`src/rtl/da_bit_serial_mac.sv`:
```
`default_nettype none
// +--------------------------------------------------------------------------+
// | da_bit_serial_mac: LSB-first distributed-arithmetic shift-accumulate     |
// | engine for one DCT coefficient. Revision: 1.0                            |
// +--------------------------------------------------------------------------+
module da_bit_serial_mac #(
  parameter int DATA_W = 16,
  parameter int ROM_W  = 16,
  localparam int ACC_W = ROM_W + DATA_W
) (
  input  logic                    clk,
  input  logic                    rst,
  input  logic                    in_valid,
  output logic                    in_ready,
  input  logic [DATA_W-1:0]       x1,
  input  logic [DATA_W-1:0]       x2,
  input  logic [DATA_W-1:0]       x3,
  output logic [2:0]              rom_addr,
  output logic                    rom_cs,
  input  logic signed [ROM_W-1:0] rom_data,
  output logic                    out_valid,
  input  logic                    out_ready,
  output logic signed [ACC_W-1:0] out_data
);

  localparam int CNT_W = (DATA_W > 1) ? $clog2(DATA_W) : 1;

  typedef enum logic [1:0] {
    S_IDLE = 2'd0,
    S_RUN  = 2'd1,
    S_DONE = 2'd2
  } state_t;

  state_t                    state_q, state_d;
  logic [DATA_W-1:0]         x1_q, x1_d, x2_q, x2_d, x3_q, x3_d;
  logic [CNT_W-1:0]          j_q, j_d;
  logic signed [ACC_W-1:0]   acc_q, acc_d;
  logic signed [ACC_W-1:0]   out_data_q, out_data_d;
  logic signed [ACC_W-1:0]   rom_ext;
  logic signed [ACC_W-1:0]   term;

  always_ff @(posedge clk or posedge rst) begin
    if (rst) begin
      state_q    <= S_IDLE;
      x1_q       <= '0;
      x2_q       <= '0;
      x3_q       <= '0;
      j_q        <= '0;
      acc_q      <= '0;
      out_data_q <= '0;
    end else begin
      state_q    <= state_d;
      x1_q       <= x1_d;
      x2_q       <= x2_d;
      x3_q       <= x3_d;
      j_q        <= j_d;
      acc_q      <= acc_d;
      out_data_q <= out_data_d;
    end
  end

  // Partial sum weighted by the current bit-plane; the sample registers shift
  // right so bit 0 always holds bit-plane j.
  always_comb begin
    rom_ext = {{DATA_W{rom_data[ROM_W-1]}}, rom_data};
    term    = rom_ext <<< j_q;
  end

  always_comb begin
    state_d    = state_q;
    x1_d       = x1_q;
    x2_d       = x2_q;
    x3_d       = x3_q;
    j_d        = j_q;
    acc_d      = acc_q;
    out_data_d = out_data_q;
    case (state_q)
      S_IDLE: begin
        if (in_valid) begin
          x1_d    = x1;
          x2_d    = x2;
          x3_d    = x3;
          acc_d   = '0;
          j_d     = '0;
          state_d = S_RUN;
        end
      end
      S_RUN: begin
        x1_d = x1_q >> 1;
        x2_d = x2_q >> 1;
        x3_d = x3_q >> 1;
        if (j_q == CNT_W'(DATA_W - 1)) begin
          // Sign bit-plane carries negative weight in two's complement.
          acc_d      = acc_q - term;
          out_data_d = acc_q - term;
          j_d        = '0;
          state_d    = S_DONE;
        end else begin
          acc_d = acc_q + term;
          j_d   = j_q + CNT_W'(1);
        end
      end
      S_DONE: begin
        if (out_ready) begin
          state_d = S_IDLE;
        end
      end
      default: state_d = S_IDLE;
    endcase
  end

  always_comb begin
    in_ready  = (state_q == S_IDLE);
    rom_cs    = (state_q == S_RUN);
    out_valid = (state_q == S_DONE);
    rom_addr  = (state_q == S_RUN) ? {x1_q[0], x2_q[0], x3_q[0]} : 3'b000;
    out_data  = out_data_q;
  end

endmodule
`default_nettype wire
```
`config.mk`:
```
export PLATFORM = sky130hd
export DESIGN_NAME = da_bit_serial_mac
export DESIGN_NICKNAME = d
export VERILOG_FILES = /design/src/rtl/da_bit_serial_mac.sv
export SDC_FILE = /design/constraint.sdc
export NUM_CORES = 1
export LEC_CHECK = 0
export BUFFER_PORTS_ARGS = -buffer_cell sky130_fd_sc_hd__buf_2
export CORE_ASPECT_RATIO = 0.9
export CORE_UTILIZATION = 40
export CTS_CLUSTER_DIAMETER = 150
export CTS_CLUSTER_SIZE = 12
export DETAILED_ROUTE_END_ITERATION = 7
export PLACE_DENSITY = 0.69
export SETUP_SLACK_MARGIN = 0.3
export SLEW_MARGIN = 20
export SYNTH_ARGS = -nofsm -noshare
export SYNTH_HDL_FRONTEND = slang
export SYNTH_SLANG_ARGS = --single-unit
```
`constraint.sdc`:
```
create_clock -name clk -period 6.75 [get_ports clk]
set_input_delay 1.6875 -clock clk [delete_from_list [all_inputs] [get_ports clk]]
set_output_delay 1.6875 -clock clk [all_outputs]
set_load 0.02 [all_outputs]
```
==> results of run 1 <==
==> cell usage after synthesis (4+ instances only) <==
cell	number	area, um2
nand2_1	161	604.3
o21ai_0	128	640.6
dfrtp_1	118	2953
a21oi_1	78	390.4
nor2_1	75	281.5
mux2i_1	69	690.7
inv_1	67	251.5
ha_1	64	800.8
clkbuf_1	48	180.2
xnor2_1	38	332.8
a21o_1	23	172.7
nor3_1	23	115.1
nand3_1	21	105.1
nor2b_1	20	125.1
buf_1	17	63.81
nand2b_1	14	87.58
a211oi_1	13	97.59
a31oi_1	12	75.07
nand4_1	11	68.82
nor4_1	11	68.82
o21a_1	11	82.58
mux2_2	10	112.6
buf_2	9	45.04
or3_1	9	56.30
xor2_1	9	78.83
o21ai_1	8	40.04
o21bai_1	8	60.06
or2_2	8	50.05
a211o_1	7	61.31
a221o_1	7	70.07
o211ai_1	7	52.55
mux4_2	6	135.1
and2_1	5	31.28
and3_1	5	31.28
o31ai_1	5	37.54
a221oi_1	4	35.03
a22oi_1	4	30.03
o22a_1	4	35.03
==> how the worst max path moves through the flow <==
stage                            to  slack (ns)  cells past startpoint         start
after global placement    acc_q[31]        1.24                     13   rom_data[5]
after global routing      acc_q[21]        1.42                     14  rom_data[14]
final                     acc_q[27]        1.62                     17   rom_data[0]
after detailed placement  acc_q[31]        1.27                     13   rom_data[5]
after CTS                 acc_q[31]        1.70                     13   rom_data[5]
after floorplan            acc_q[0]        1.93                      1           rst
==> stage by stage <==
| step | utilization | setup WS [ns] | std cells | cell area (um2) | hold WS, ns |
|---|---|---|---|---|---|
| after detailed placement | 0.4409 | 1.272 | 1539 | 10410 | 0.4634 |
| after global placement | 0.4409 | 1.244 | 1539 | 10410 | 0.4484 |
| after global routing | 0.4676 | 1.416 | 1571 | 11040 | 0.4922 |
| after floorplan | - | 1.933 | 1196 | 9704 | 0.4418 |
| final | 0.4676 | 1.623 | 1571 | 11040 | 0.4699 |
| after CTS | 0.4675 | 1.701 | 1571 | 11040 | 0.4782 |
==> per-layer routing <==
metal / up-vias / wire (um)
met3: 37 / 2432
li1: 4371 / -
met5: - / 0
met2: 348 / 12540
met1: 4309 / 14160
met4: 0 / 509
==> final cells by class <==
cell class,instances,area (um2)
fill,2378,12570
multi-input combinational,933,6201
sequential,118,2953
timing repair buffer,117,615.6
clock buffer,18,439.2
tap,302,377.9
inverter,69,264.0
clock inverter,14,187.7
==> critical path: cells and delay by family <==
family                   cells  cell delay, ns
AO/OA/AOI/OAI                7            1.76
adder cells (fa/ha/maj)      1            0.45
buffers and inverters        1            0.13
multiplexers                 1            0.20
AND/OR/NAND/NOR              7            1.21
==> logic make-up after synthesis <==
| group | after synthesis | share of synthesized area |
|---|---|---|
| adders and majority gates | 66 | 0.08664 |
| and+or+nand+nor | 373 | 0.1755 |
| AOI/OAI and AO/OA | 362 | 0.2361 |
| xor gates and xnor gates | 47 | 0.04242 |
| buffers and inverters | 145 | 0.05841 |
| DFF | 118 | 0.3043 |
| muxes | 85 | 0.09670 |
==> flip-flops by register name, summed over array words and instances (netlist names) <==
signal    cells
acc_q        32
j_q           4
out_data     32
state_q       2
x1_q         16
x2_q         16
x3_q         16
==> flow_summary.toml, run 1 <==
[outcome]
outcome = "finished, violations left"
violations = "DRC"

[route]
detail_route.wirelength_um = 29650
dr.pass1.iters = 7
drtAntennaViolNets = 0
initialDrtViolationCount = 858
routed-via-count = 9065
avgViaCountPerCell = 5.770
drcViolationCount = 8
avgRoutedWirePerCell_um = 18.87

[sta]
fin_skew_ns = 0.01309
fin_setup_tns_ns = 0
hold_violations = 0
rsz0062_at_grt = "false"
slew_violations = 0
fin_crit_sh = 0.7595
setup_viol = 0
worst_pin_slew_ns = 0.9157
final.min_clock_period_ns = 5.127
maxSlewHeadroom = 0.3895
clock.fmax_ghz = 0.1951

[placement]
finalWeightedCongestion = 0.9612
port_buffers = 105
place_hpwl_um = 21900

[clocking]
clock-sinks = 118
clkTransAtPathRegs_ns = 0.07
ctsHoldBuffers = 0
cts_made_buffers = 17
h-tree-depth = 4
cts_resized = 0
clockBufferDepth = 2
clock-root-buffer = "clkbuf_16"
cts_tree = "yes"
insertion_delay_ns = 0.43
post_cts_buffers = 0

[yosys]
netlist-cell-type-count = 76
ys_seq_area_frac = 0.3043
netlist_area_um2 = 9704
synth_seq_cells = 118
syn_nets = 1330
synth_flop_cell = "dfrtp_1"
synthCells = 1196
synth-warning-count = 0
synth.avg_cell_area_um2 = 8.114
synth_edf_count = 0
synth-async-reset-ratio = 1.000

[worst_setup_path]
cp_cell_sequence = "buf_2, mux2i_1, nor2_1, a31oi_1, nand2_1, o21ai_0, nand2_1, o21ai_0, ha_1, or3_1, or2_0, a31oi_1, nor2_1, o31ai_2, a2111oi_0, a221o_1, nand3b_1"
critPathKind = "in2reg"
worst-r2r-cell-count = 13
timing.rr.end = "acc_q[27]"
slowest_stage = "or3_1"
cp-start-kind = "input pin"
max_stage_delay_ns = 0.49
crit_path_end_kind = "register"
worst_ep_required_time_ns = 7.06
crit_arrival_ns = 5.44
r2r-start = "j_q[1]"
crit_path_max_fanout = 12
rrSetupSlack_ns = 1.94

[global_route]
grt_max_degree = 80
grt.busiest_layer = "met2"
grt_use_met3 = 0.05977
grt_use_met2 = 0.3627
antenna_found_initial = 0
grtUsageMet1 = 0.3468
grt_pass1_vias = 8645
grt_use_total = 0.2441
grt.overflow.total = 0
grt_pass1_wl_um = 47330

[die]
num_io_pins = 106
core_area_um2 = 23610
dieArea_um2 = 24890
start_util = 0.4111
die_h_um = 149.8
rows = 53
die_w_um = 166.2

[flow_run]
drv_cap = 0

[final_layout]
final_nets = 1390
layout_commonest_cell = "nand2_1"
area_growth_syn_to_layout_pct = 13.74
final_layout_size_suffix_gt1_frac = 0.1489
mostFrequentLayoutCells = "nand2_1, o21ai_0, dfrtp_1, buf_2, a21oi_1"
antenna_cells = 0

[min_path]
min_delay_path_depth = 2
worstHoldStart = "out_data[26]"
min_to = "out_data[26]"
min_path_type = "reg2reg"
Power of run 1 is not shown: default switching activity piles up to over one toggle a cycle in this logic, so the estimate is an artifact.
==> inputs of run 2 (changes only) <==
clock period = 4.8 ns   (was 6.75 ns; I/O delays follow)
==> run 2 against run 1 <==
Compared with the run above: the run still ends with DRC left; die area unchanged; flip-flop and latch count unchanged; core utilization up 1.8 points; sequential share of layout area down 0.95 points; critical path depth down 1; final cell count up 3.1%; critical path type unchanged; critical endpoint is now acc_q[22]; largest cell class unchanged.
==> flow_summary.toml, run 2 (synthesis results as in run 1) <==
[outcome]
outcome = "finished, violations left"
violations = "DRC"

[clocking]
insertion_delay_ns = 0.43
h-tree-depth = 4
cts_tree = "yes"
ctsHoldBuffers = 0
cts_made_buffers = 17
clock-root-buffer = "clkbuf_16"
clockBufferDepth = 2
clock-sinks = 118
clkTransAtPathRegs_ns = 0.06

[sta]
hold_slack_ns = 0.4720
clock.fmax_ghz = 0.2275
maxSlewHeadroom = 0.3633
worst_pin_slew_ns = 0.9550
fin_crit_sh = 0.9158
hold_violations = 0
final.min_clock_period_ns = 4.396
fin_skew_ns = 0.01433
setup_viol = 0
rsz0062_at_grt = "true"
slew_violations = 0

[global_route]
antenna_found_initial = 0
grt_pass1_vias = 8891
grt_pass1_wl_um = 48200
grt_use_total = 0.2478
grt_max_degree = 70
grt.overflow.total = 0

[placement]
place_hpwl_um = 22460
port_buffers = 105
finalWeightedCongestion = 1.022

[final_layout]
final_layout_size_suffix_gt1_frac = 0.1874
fin_util = 0.4853
final_nets = 1439
antenna_cells = 0
area_growth_syn_to_layout_pct = 18.05
mostFrequentLayoutCells = "nand2_1, o21ai_0, dfrtp_1, buf_2, a21oi_1"
fillers = 2306
layout_commonest_cell = "nand2_1"

[route]
detail_route.wirelength_um = 30300
dr.pass1.iters = 8
initialDrtViolationCount = 1003
routed-via-count = 9370
avgViaCountPerCell = 5.784
drtAntennaViolNets = 0
drcViolationCount = 8
avgRoutedWirePerCell_um = 18.71

[worst_setup_path]
critPathKind = "in2reg"
crit_path_end_kind = "register"
max_stage_delay_ns = 0.57
critical_path_cell_count = 16
slowest_stage = "or4_1"
worst-r2r-cell-count = 15
cp-start-kind = "input pin"
r2r-start = "j_q[1]"
crit_family = "simple AND/OR/NAND/NOR gates"
path_buf_inv = 1
cp_cell_sequence = "buf_2, mux2_2, nor2_1, a21oi_1, nor2b_1, a31oi_1, or2_2, ha_1, and3_1, a22o_1, o211ai_2, or4_1, a21oi_1, nor2_1, xnor2_1, a221o_1"
crit_path_max_fanout = 7
timing.rr.end = "acc_q[19]"
worst_ep_required_time_ns = 5.10
rrSetupSlack_ns = 0.57
crit_arrival_ns = 4.70

[min_path]
min_delay_path_depth = 2
min_path_type = "reg2reg"
min_to = "out_data[17]"
worstHoldStart = "out_data[17]"

[die]
die_h_um = 149.8
die_w_um = 166.2
core_area_um2 = 23610
dieArea_um2 = 24890
rows = 53
num_io_pins = 106
start_util = 0.4111

[flow_run]
drv_cap = 0
run 2: timing repair:
item	4_1_cts	5_1_grt
gates resized for setup	0	13
buffers inserted	0	0
setup endpoints to repair	0	22
run 2: worst max-delay path by stage:
stage	startpoint	end	slack, ns
final	rom_data[1]	acc_q[22]	0.40
after global routing	rom_data[1]	acc_q[30]	0.29
after CTS	j_q[1]	acc_q[22]	0.31
after detailed placement	rom_data[14]	acc_q[22]	-0.004
after global placement	rom_data[1]	acc_q[22]	0.03
after floorplan	rst	acc_q[0]	0.47
run 2: layout make-up:
type | instances | area [um2] | share of cell area
Multi-Input combinational cell | 933 | 6250 | 0.5455
Clock inverter | 14 | 163.9 | 0.01431
Timing Repair Buffer | 166 | 1008 | 0.08803
Inverter | 69 | 261.5 | 0.02283
Tap cell | 302 | 377.9 | 0.03298
Sequential cell | 118 | 2955 | 0.2580
Clock buffer | 18 | 439.2 | 0.03834
run 2: worst reg2reg max path: stages, from the launching register on:
cell	delay [ns]
dfrtp_2	0.61
buf_4	0.24
nor2b_1	0.06
a211oi_1	0.22
a21oi_1	0.09
mux2i_1	0.33
o22a_1	0.29
ha_1	0.32
inv_1	0.17
nand2_1	0.11
nor3_1	0.39
a21oi_1	0.21
o311ai_1	0.48
a41oi_1	0.25
xnor2_1	0.22
o211ai_1	0.10
run 2: per-layer routing:
layer  GRT usage  share of wire  up-vias
met5           0              0        -
li1            -              -     4484
met1      0.3579           0.47     4424
met4     0.06963          0.016        0
met3     0.04946          0.085       38
met2      0.3730           0.43      424
run 2: through the flow:
stage | setup TNS (ns) | setup slack, ns | std cells | cell area [um2]
floorplan | 0 | 0.4709 | 1196 | 9704
global placement | 0 | 0.03156 | 1588 | 10800
detailed placement | -0.004260 | -0.004260 | 1588 | 10800
CTS | 0 | 0.3051 | 1620 | 11400
global route | 0 | 0.2922 | 1620 | 11460
finish | 0 | 0.4040 | 1620 | 11460
Power of run 2 is left out for the same reason.
==> inputs of run 3 (changes only) <==
PLACE_DENSITY = 0.58   (was 0.69)
clock period = 3.89 ns   (was 4.8 ns; I/O delays follow)
==> run 3 against run 2 <==
Compared with the run above: the run ends with DRC, setup timing left; worst setup slack got worse by 0.45 ns; die area did not move; final cell count rose by 14%; design area rose by 29%; sequential share of layout area fell by 5.9 points; critical endpoint is now acc_q[27]; largest cell class unchanged.
==> flow_summary.toml, run 3 (synthesis results as in run 1) <==
[die]
rows = 53
dieArea_um2 = 24890
die_w_um = 166.2
num_io_pins = 106
die_h_um = 149.8
core_area_um2 = 23610
start_util = 0.4111

[global_route]
grt_use_total = 0.2800
grt.busiest_layer = "met2"
grt_use_met3 = 0.05263
grt.overflow.total = 0
grtUsageMet1 = 0.4125
grt_use_met2 = 0.4211
antenna_found_initial = 0
grt_pass1_wl_um = 53690
grt_pass1_vias = 9744
grt_max_degree = 91

[min_path]
min_path_type = "reg2reg"
min_to = "out_data[31]"
min_delay_path_depth = 2
worstHoldStart = "out_data[31]"

[sta]
fin_crit_sh = 1.011
finalWorstSetupSlack_ns = -0.04456
fin_skew_ns = 0.01477
hold_violations = 0
clock.fmax_ghz = 0.2542
rsz0062_at_grt = "true"
maxSlewHeadroom = 0.3834
slew_violations = 0
hold_slack_ns = 0.4692
setup_viol = 1
final.min_clock_period_ns = 3.935
worst_pin_slew_ns = 0.9226

[worst_setup_path]
cp_cell_sequence = "buf_8, nor2b_2, a211oi_2, a21oi_2, mux2i_1, buf_4, nand2_4, o21ai_4, ha_4, or3_4, or2_0, a31oi_1, nor2_1, o31ai_4, a2111oi_2, a221o_1, nand3b_1"
crit_arrival_ns = 4.23
r2r-start = "j_q[1]"
cp-start-kind = "input pin"
worst-r2r-cell-count = 16
critical_path_cell_count = 17
worst_ep_required_time_ns = 4.19
crit_family = "compound AO/OA/AOI/OAI gates"
path_buf_inv = 2
crit_path_end_kind = "register"
critPathKind = "in2reg"
slowest_stage = "or3_4"
timing.rr.end = "acc_q[28]"
rrSetupSlack_ns = 0.01
crit_path_max_fanout = 5
max_stage_delay_ns = 0.40

[clocking]
insertion_delay_ns = 0.43
clkTransAtPathRegs_ns = 0.07
cts_tree = "yes"
h-tree-depth = 4
clock-root-buffer = "clkbuf_16"
clock-sinks = 118
ctsHoldBuffers = 0
clockBufferDepth = 2
cts_made_buffers = 17

[final_layout]
layout_commonest_cell = "buf_4"
area_growth_syn_to_layout_pct = 52.72
antenna_cells = 0
fillers = 1983
multiInputGateArea_um2 = 7739
mostFrequentLayoutCells = "buf_4, nand2_1, dfrtp_1, buf_2, o21ai_0"
final_nets = 1667
fin_area_um2 = 14820
final_layout_size_suffix_gt1_frac = 0.4308
regArea_um2 = 2955

[route]
drtAntennaViolNets = 0
drcViolationCount = 6
avgRoutedWirePerCell_um = 19.34
initialDrtViolationCount = 833
dr.pass1.iters = 7
routed-via-count = 10290
detail_route.wirelength_um = 35750
avgViaCountPerCell = 5.569

[outcome]
outcome = "finished, violations left"
violations = "DRC, setup timing"

[flow_run]
drv_cap = 0

[placement]
port_buffers = 105
place_hpwl_um = 25510
finalWeightedCongestion = 0.9837
place_area_um2 = 12460
## run 3: layout make-up
type / instances / share of cell area
tap: 302 / 0.02550
clock inverter: 13 / 0.009202
inverter: 69 / 0.01832
timing repair buffer: 394 / 0.1948
multi-input combinational: 933 / 0.5222
clock buffer: 19 / 0.03056
sequential: 118 / 0.1994
## run 3: tightest hold or removal path, stage by stage, from the launching register on
cell and delay (ns):
dfrtp_1 0.34, nand2_1 0.05, nand2_1 0.05
## run 3: repair_timing
item | in CTS | in global routing
pin swaps | 89 | 83
gates resized for setup | 161 | 157
setup buffers | 17 | 18
endpoints found under the setup margin | 38 | 40
## run 3: metal layers
layer  routed length, um  vias up
li1                    -     4921
met1               16850     4946
met2               15440      388
met3                2973       37
met4                 478        0
met5                   0        -
## run 3: how the worst max path moves through the flow
stage | from | endpoint | slack (ns)
2_1_floorplan | rom_data[3] | acc_q[21] | 0.0008
3_3_place_gp | rom_data[7] | acc_q[27] | -0.57
3_5_place_dp | rom_data[7] | acc_q[27] | -0.62
4_1_cts | rom_data[6] | acc_q[27] | 0.08
5_1_grt | rom_data[5] | acc_q[27] | -0.15
6_report | rom_data[5] | acc_q[27] | -0.04
## run 3: through the flow
stage / TNS, ns / utilization / setup slack, ns / std cells
after global routing: -0.3491 / 0.6278 / -0.1546 / 1848
after floorplan: 0 / - / 0.0007767 / 1196
final: -0.04456 / 0.6278 / -0.04456 / 1848
after CTS: 0 / 0.5916 / 0.07939 / 1830
after global placement: -12.90 / 0.5279 / -0.5706 / 1781
after detailed placement: -13.34 / 0.5279 / -0.6228 / 1781
Power of run 3 is left out for the same reason.
